==> src/rtl/enemy_shot.sv <==
// rtl/enemy_shot.sv - falling enemy shot: cooldown/launch/fall FSM plus pixel renderer (optional SHOT_LFSR_DELAY_EN)
module enemy_shot #(
    parameter int unsigned STEP_DIV  = 200000,
    parameter int unsigned STEP_PX   = 2,
    parameter int unsigned COOLDOWN  = 25000000,
    parameter int unsigned Y_BOTTOM  = 520,
    parameter int unsigned SHOT_XOFF = 10,
    parameter int unsigned SHOT_W    = 2,
    parameter int unsigned SHOT_H    = 8
) (
    input  logic        clk,
    input  logic        reset,
    input  logic        freeze,
    input  logic        shooter_valid,
    input  logic [10:0] shooter_x,
    input  logic [10:0] shooter_y,
    input  logic [9:0]  h_counter,
    input  logic [9:0]  v_counter,
    output logic [10:0] posX_shot,
    output logic [10:0] posY_shot,
    output logic        shot_active,
    output logic [7:0]  R,
    output logic [7:0]  G,
    output logic [7:0]  B
);

    typedef enum logic {S_COOLDOWN, S_FALL} state_t;

    localparam int unsigned SW = (STEP_DIV > 1) ? $clog2(STEP_DIV) : 1;
    localparam logic [SW-1:0] STEP_LAST = SW'(STEP_DIV - 1);

    state_t        state, state_n;
    logic [25:0]   cool_cnt, cool_n, reload;
    logic [SW-1:0] step_cnt, step_n;
    logic [10:0]   pos_x_n, pos_y_n;
    logic          active_n;
    logic [11:0]   y_stepped;
    logic [11:0]   h_ext, v_ext;
    logic          lit;

`ifdef SHOT_LFSR_DELAY_EN
    logic [15:0] lfsr;

    // Free-running Fibonacci LFSR (taps 16,14,13,11) randomising the cooldown length
    always_ff @(posedge clk) begin
        if (reset) begin
            lfsr <= 16'hACE1;
        end else begin
            lfsr <= {lfsr[14:0], lfsr[15] ^ lfsr[13] ^ lfsr[12] ^ lfsr[10]};
        end
    end

    assign reload = 26'(COOLDOWN) + 26'({lfsr[7:0], 16'h0000});
`else
    assign reload = 26'(COOLDOWN);
`endif

    // 12-bit sum so a step past the bottom can never wrap back on screen
    assign y_stepped = {1'b0, posY_shot} + 12'(STEP_PX);

    // Next-state and datapath: count down, launch, fall, retire; freeze holds everything
    always_comb begin
        state_n  = state;
        cool_n   = cool_cnt;
        step_n   = step_cnt;
        pos_x_n  = posX_shot;
        pos_y_n  = posY_shot;
        active_n = shot_active;
        case (state)
            S_COOLDOWN: begin
                if (!freeze) begin
                    if (cool_cnt != 26'd0) begin
                        cool_n = cool_cnt - 26'd1;
                    end else if (shooter_valid) begin
                        pos_x_n  = shooter_x + 11'(SHOT_XOFF);
                        pos_y_n  = shooter_y;
                        active_n = 1'b1;
                        step_n   = '0;
                        state_n  = S_FALL;
                    end
                end
            end
            S_FALL: begin
                if (!freeze) begin
                    if (step_cnt == STEP_LAST) begin
                        step_n = '0;
                        if (y_stepped >= 12'(Y_BOTTOM)) begin
                            active_n = 1'b0;
                            pos_x_n  = 11'd0;
                            pos_y_n  = 11'd0;
                            cool_n   = reload;
                            state_n  = S_COOLDOWN;
                        end else begin
                            pos_y_n = y_stepped[10:0];
                        end
                    end else begin
                        step_n = step_cnt + SW'(1);
                    end
                end
            end
            default: state_n = S_COOLDOWN;
        endcase
    end

    // State and shot registers; reset overrides freeze and every other input
    always_ff @(posedge clk) begin
        if (reset) begin
            state       <= S_COOLDOWN;
            cool_cnt    <= reload;
            step_cnt    <= '0;
            posX_shot   <= 11'd0;
            posY_shot   <= 11'd0;
            shot_active <= 1'b0;
        end else begin
            state       <= state_n;
            cool_cnt    <= cool_n;
            step_cnt    <= step_n;
            posX_shot   <= pos_x_n;
            posY_shot   <= pos_y_n;
            shot_active <= active_n;
        end
    end

    assign h_ext = {2'b00, h_counter};
    assign v_ext = {2'b00, v_counter};
    assign lit = shot_active
              && (h_ext >= {1'b0, posX_shot})
              && (h_ext <  {1'b0, posX_shot} + 12'(SHOT_W))
              && (v_ext >= {1'b0, posY_shot})
              && (v_ext <  {1'b0, posY_shot} + 12'(SHOT_H));

    // Registered pixel colour: red where the shot is, black elsewhere
    always_ff @(posedge clk) begin
        if (reset) begin
            R <= 8'h00;
            G <= 8'h00;
            B <= 8'h00;
        end else begin
            R <= lit ? 8'hFF : 8'h00;
            G <= 8'h00;
            B <= 8'h00;
        end
    end

endmodule

==> config.mk <==
export PLATFORM = sky130hd
export DESIGN_NAME = enemy_shot
export DESIGN_NICKNAME = d
export VERILOG_FILES = /design/src/rtl/enemy_shot.sv
export SDC_FILE = /design/constraint.sdc
export NUM_CORES = 1
export LEC_CHECK = 0
export ABC_AREA = 1
export BUFFER_PORTS_ARGS = -buffer_cell sky130_fd_sc_hd__buf_2
export CORE_ASPECT_RATIO = 0.8
export CORE_MARGIN = 2
export CORE_UTILIZATION = 59
export CTS_BUF_LIST = sky130_fd_sc_hd__clkbuf_8
export CTS_CLUSTER_DIAMETER = 60
export CTS_CLUSTER_SIZE = 25
export DETAILED_ROUTE_END_ITERATION = 12
export PLACE_DENSITY = 0.83
export SETUP_SLACK_MARGIN = 0.15
export SLEW_MARGIN = 20
export SYNTH_ARGS = -nofsm -noshare
export SYNTH_HDL_FRONTEND = slang
export SYNTH_SLANG_ARGS = --single-unit
export TNS_END_PERCENT = 30
==> constraint.sdc <==
create_clock -name clk -period 2.7 [get_ports clk]
set_input_delay 0.135 -clock clk [delete_from_list [all_inputs] [get_ports clk]]
set_output_delay 0.135 -clock clk [all_outputs]
set_load 0.01 [all_outputs]
After elaboration in Yosys (flattened, before gate mapping)
Index checks and enable logic that the tools add are counted.
Widths: inputs -> output; s select.
{"block": "classes", "addsub": 6, "magnitude_cmp": 5, "n_mux": 41, "reduce_logical": 9, "bitwise": 1, "eq_ne": 8}
{"operator": "$mux 11", "n": 12}
{"operator": "$mux 26", "n": 5}
{"operator": "$mux 18", "n": 5}
{"operator": "$pmux 26 s2", "n": 1}
{"operator": "$pmux 11 s2", "n": 2}
{"operator": "$pmux 18 s2", "n": 1}
{"operator": "$reduce_bool 26->1", "n": 1}
{"operator": "$sub 26x1->26 const B", "n": 1}
{"operator": "$add 11x2->12 const B", "n": 2}
{"operator": "$lt 10x12->1", "n": 2}
{"operator": "$ge 10x11->1", "n": 2}
{"operator": "$add 18x1->18 const B", "n": 1}
{"operator": "$eq 18x18->1 const B", "n": 1}
{"operator": "$add 11x4->12 const B", "n": 1}
{"operator": "$ge 12x10->1 const B", "n": 1}
{"operator": "$mux 1", "n": 12}
{"operator": "$add 11x4->11 const B", "n": 1}
{"operator": "$ne 2x2->1 const B", "n": 5}
{"operator": "$reduce_and 5->1", "n": 2}
{"operator": "$mux 8", "n": 1}
{"operator": "$reduce_and 6->1", "n": 1}
{"operator": "$logic_and 1x1->1", "n": 4}
{"operator": "$ne 2x1->1 const B", "n": 2}
{"operator": "$pmux 1 s2", "n": 2}
{"operator": "other kinds (2)", "n": 2}
{"block": "totals", "out_inout_bits": 47, "regBits": 76, "wordCells": 77, "input_bits": 46}

Logic depth before layout (Yosys ltp)
{"block": "logic_depth", "depth_word": 6, "depth_mapped": 16, "ltp_nobuf": 16}

Least setup slack after synthesis
No wires, ideal clock.
{"block": "synth_path", "kind": "flip-flop to flip-flop", "start": "register posX_shot[1]", "end": "register R[6]", "slack_ns": 0.637, "path_stages_with_launch": 16, "setup_time_ns": 0.064, "t_required_ns": 2.636, "arrival_ns": 1.999, "path_cell_list": "dfxtp_1 > ha_1 > nand3_1 > nor2_1 > nand2_1 > xor2_1 > ha_1 > nand2_1 > nor2_1 > a211oi_1 > nand2_1 > nand3_1 > nand2_1 > nand2_1 > nand2_1 > nor2_1"}
{"block": "synth_via", "elab_chain_len": 6, "word_cells_on_any_way": 8}
{"element": "start, declared", "line": "19", "rtl": "output logic [10:0] posX_shot,"}
{"element": "start signal, assigned", "line": "118", "rtl": "posX_shot <= pos_x_n;"}
{"element": "$add 11x2->12 / $ge 10x11->1 (equally long branches)", "line": "128, 127"}
{"element": "$lt 10x12->1 / $logic_and 1x1->1 (equally long branches)", "line": "128, 127"}
{"element": "$logic_and 1x1->1 *", "line": "128", "rtl": "&& (h_ext < {1'b0, posX_shot} + 12'(SHOT_W))"}
{"element": "$logic_and 1x1->1 *", "line": "129", "rtl": "&& (v_ext >= {1'b0, posY_shot})"}
{"element": "$logic_and 1x1->1 *", "line": "130", "rtl": "&& (v_ext < {1'b0, posY_shot} + 12'(SHOT_H));"}
{"element": "$mux 8 *", "line": "139", "rtl": "R <= lit ? 8'hFF : 8'h00;"}
{"element": "end signal, assigned", "line": "139"}
{"element": "end, declared", "line": "22", "rtl": "output logic [7:0] R,"}
Mark *: on every way between the ends. The rest lies on a longest branch, timed or not.
A chain may end at the register's enable or synchronous reset.

Worst setup path in the final report
{"block": "layout_path", "start": "register posX_shot[2]", "end": "register R[6]"}
Same word-level chain as after synthesis.

==> flow_metrics.py <==
metrics = {
    "worst_setup_path": {
        "cp_slowest_stage_delay_ns": 0.45,
        "worst-path-max-fanout": 5,
        "start_kind": "flip-flop",
        "path_delay_family": "simple AND/OR/NAND/NOR gates",
        "critPathCaptureType": "flip-flop",
        "crit_arrival_ns": 2.64,
        "crit_type": "flip-flop to flip-flop",
        "cp.required_ns": 3.00,
        "path_common_cell": "nand2_1",
        "path_cells": "inv_1 > nor4_2 > nand2_1 > xor2_1 > ha_1 > nand2_1 > nor2_1 > a211oi_1 > nand2_1 > nand3_1 > nand2_1 > nand2_1 > nand2_1 > nor2_1",
        "crit_buf_inv": 1,
        "cp_slowest_cell": "dfxtp_1",
    },
    "grt": {
        "antenna_found_initial": 0,
        "grt_pass1_vias": 5194,
        "overflow": 0,
        "grt_pass1_wl_mm": 23.44,
        "grt_usage_pct": 27.67,
        "grt_max_degree": 27,
    },
    "sta": {
        "slew_headroom_pct": 64.20,
        "setup_tns_ns": 0,
        "worstMarginPinSlew_ns": 0.5370,
        "rsz0062_at_grt": "no",
        "setup_viol": 0,
        "finalHoldViolations": 0,
        "finClkSkew_ns": 0.01227,
        "max_freq_mhz": 427.5,
        "post-route-period-util_pct": 86.64,
        "final_max_slew_viol_count": 0,
        "fin_crit_ns": 2.339,
        "timing.hold.ws_ns": 0.01935,
    },
    "detailed_routing": {
        "drt_iter0_drc": 437,
        "ant_nets": 0,
        "avgRoutedWirePerCell_um": 13.91,
        "dr.pass1.iters": 6,
        "wl_mm": 13.98,
        "drc": 0,
        "vias": 5737,
        "via_per_inst": 5.708,
    },
    "clocking": {
        "insertion_delay_ns": 0.37,
        "htree_num_levels": 3,
        "post_cts_buffers": 0,
        "cts_buffers": 9,
        "clk_pin_slew_ns": 0.07,
        "cts_sinks": 69,
        "clk_path_buf_depth": 2,
        "clockRootBuffer": "clkbuf_8",
        "cts_tree": "yes",
    },
    "floorplanning": {
        "fp.dieH_um": 90.04,
        "die-area_sq_um": 10040,
        "boundaryPins": 93,
        "initial_core_util_pct": 60.40,
        "coreArea_sq_um": 9037,
        "rows": 31,
        "die_x_um": 111.5,
    },
    "logic_synthesis": {
        "ys_types": 40,
        "synth.top_cell.area_share_pct": 25.30,
        "yosys-top-cells-area": "dfxtp_1, nand2_1, ha_1",
        "ys.flop_type": "dfxtp_1",
        "synth_edf_count": 0,
        "ys_warn_count": 0,
        "yosysSeqAreaShare_pct": 25.30,
        "async_reset_ff_share_pct": 0,
        "syn_avg_cell_area_sq_um": 6.682,
        "syn_area_sq_um": 5459,
        "synth_largest_area_cell": "dfxtp_1",
        "syn_inst": 817,
        "synth.ff_latch_count": 69,
    },
    "finish": {
        "nets": 973,
        "n_antenna_cell": 0,
        "syn2layout_area_growth_pct": 10.84,
        "fin_util_pct": 66.95,
        "drive_gt1_share_pct": 17.64,
    },
    "power": {
        "p_leak_uw": 0.002604,
        "vdd_drop_max_mv": 0.3378,
        "p_per_area_nw_per_um2": 381.9,
    },
    "worst_hold_path": {
        "hold_path.class": "primary input to flip-flop",
    },
    "placement": {
        "dp_hpwl_mm": 10.53,
        "gp_routability_congestion": 0.9949,
        "portBuffers": 76,
    },
    "outcome": {
        "status": "complete, no violations",
    },
    "run": {
        "drv_cap": 0,
    },
}
cell usage after synthesis (2+ instances only):
cell / number
buf_6: 3
nor2_2: 4
o21ai_0: 30
xor2_1: 21
nand4_1: 43
nor3b_1: 5
o2111ai_1: 2
a211oi_1: 3
a21oi_1: 51
nand2_4: 2
nor3_2: 3
inv_2: 3
o21ai_1: 3
nand2_2: 15
buf_2: 7
o21a_1: 3
nor3_1: 14
nand2_1: 182
a21oi_4: 2
nor2_1: 90
nor2_4: 2
nand3_4: 2
buf_4: 24
dfxtp_1: 69
clkinv_1: 3
o21bai_1: 3
inv_1: 67
xnor2_1: 7
a21oi_2: 8
nor4_1: 4
ha_1: 42
nand3_2: 2
nand3_1: 73
or2_2: 10
clkbuf_1: 10
routing by layer:
metal	up-vias	part of all wire [%]	global-route usage, %
met3	16	7.4	5.327
met5	-	0	0
met1	2666	45	37.88
li1	2835	-	-
met4	0	1.1	6.893
met2	220	47	45.07
stage by stage:
stage               cell area [sq um]  instances  setup WS (ns)  power [uW]
floorplan                        5515        832         0.6365        1360
global route                     6051       1005         0.1731        2419
global placement                 5806        986         0.3787        1432
detailed placement               5806        986         0.1999        1448
finish                           6051       1005         0.3608        2311
CTS                              6037       1005         0.1739        2318
final timing paths:
check                                               start                          to  slack, ns  depth (start not counted)
worst max-delay path            posX_shot[2]$_SDFFE_PP0P_             R[6]$_SDFF_PP0_       0.36                         14
worst min-delay path                        shooter_x[10]  posX_shot[10]$_SDFFE_PP0P_       0.02                          3
worst max register to register  posX_shot[2]$_SDFFE_PP0P_             R[6]$_SDFF_PP0_       0.36                         14
worst min register to register   cool_cnt[1]$_SDFFE_PP0P_    cool_cnt[1]$_SDFFE_PP0P_       0.48                          2
power breakdown:
| part | total [uW] | leakage (uW) | switching, uW | internal, uW |
|---|---|---|---|---|
| Sequential | 1080 | 0.000561 | 34.9 | 1040 |
| Clock | 876 | 0.000104 | 426 | 450 |
| Combinational | 360 | 0.00194 | 219 | 140 |
| Total | 2310 | 0.00260 | 680 | 1630 |
registers in the layout, summed over array words and instances, names as in the netlist:
signal / flops
cool_cnt: 26
state: 1
shot_active: 1
posX_shot: 11
R: 1
step_cnt: 18
posY_shot: 11
worst reg2reg max path, stage by stage (launching register included):
cell      delay, ns
dfxtp_1        0.45
inv_1          0.12
nor4_2         0.36
nand2_1        0.15
xor2_1         0.17
ha_1           0.28
nand2_1        0.09
nor2_1         0.05
a211oi_1       0.20
nand2_1        0.08
nand3_1        0.08
nand2_1        0.06
nand2_1        0.06
nand2_1        0.05
nor2_1         0.08
final cells by class:
cell class,count,area [sq um]
clock buffers,10,137.6
clock inverters,6,63.81
fillers,799,2987
inverters,74,282.8
multi-input cells,645,3573
flip-flops and latches,69,1386
well taps,115,143.9
repair buffers,86,462.9
logic make-up (layout without fill, tap and decap cells):
group | after synthesis | in the layout | synth area share, %
adders and majority gates | 42 | 42 | 9.626
DFF | 69 | 69 | 25.30
buffers and inverters | 118 | 176 | 10.43
AOI/OAI and AO/OA | 106 | 106 | 11.28
xor gates and xnor gates | 28 | 28 | 4.492
other | 1 | 16 | 0.06869
and+or+nand+nor | 453 | 453 | 38.80
what timing repair did:
item / in CTS / in global routing
gates resized for setup: 0 / 6
endpoints found under the setup margin: 0 / 1
hold endpoints to repair: 3 / 0
hold buffers: 3 / 0
placed cells by master, fill, tap and decap left out, types with 14 or more instances in the layout:
| master | Yosys | routed |
|---|---|---|
| inv_1 | 67 | 68 |
| buf_2 | 7 | 76 |
| nor2_1 | 90 | 90 |
| a21oi_1 | 51 | 51 |
| ha_1 | 42 | 41 |
| nor3_1 | 14 | 14 |
| nand4_1 | 43 | 43 |
| nand2_1 | 182 | 182 |
| dfxtp_1 | 69 | 67 |
| o21ai_0 | 30 | 29 |
| conb_1 | 1 | 16 |
| nand2_2 | 15 | 15 |
| nand3_1 | 73 | 73 |
| xor2_1 | 21 | 21 |
Power figures use the tool's default switching activity.
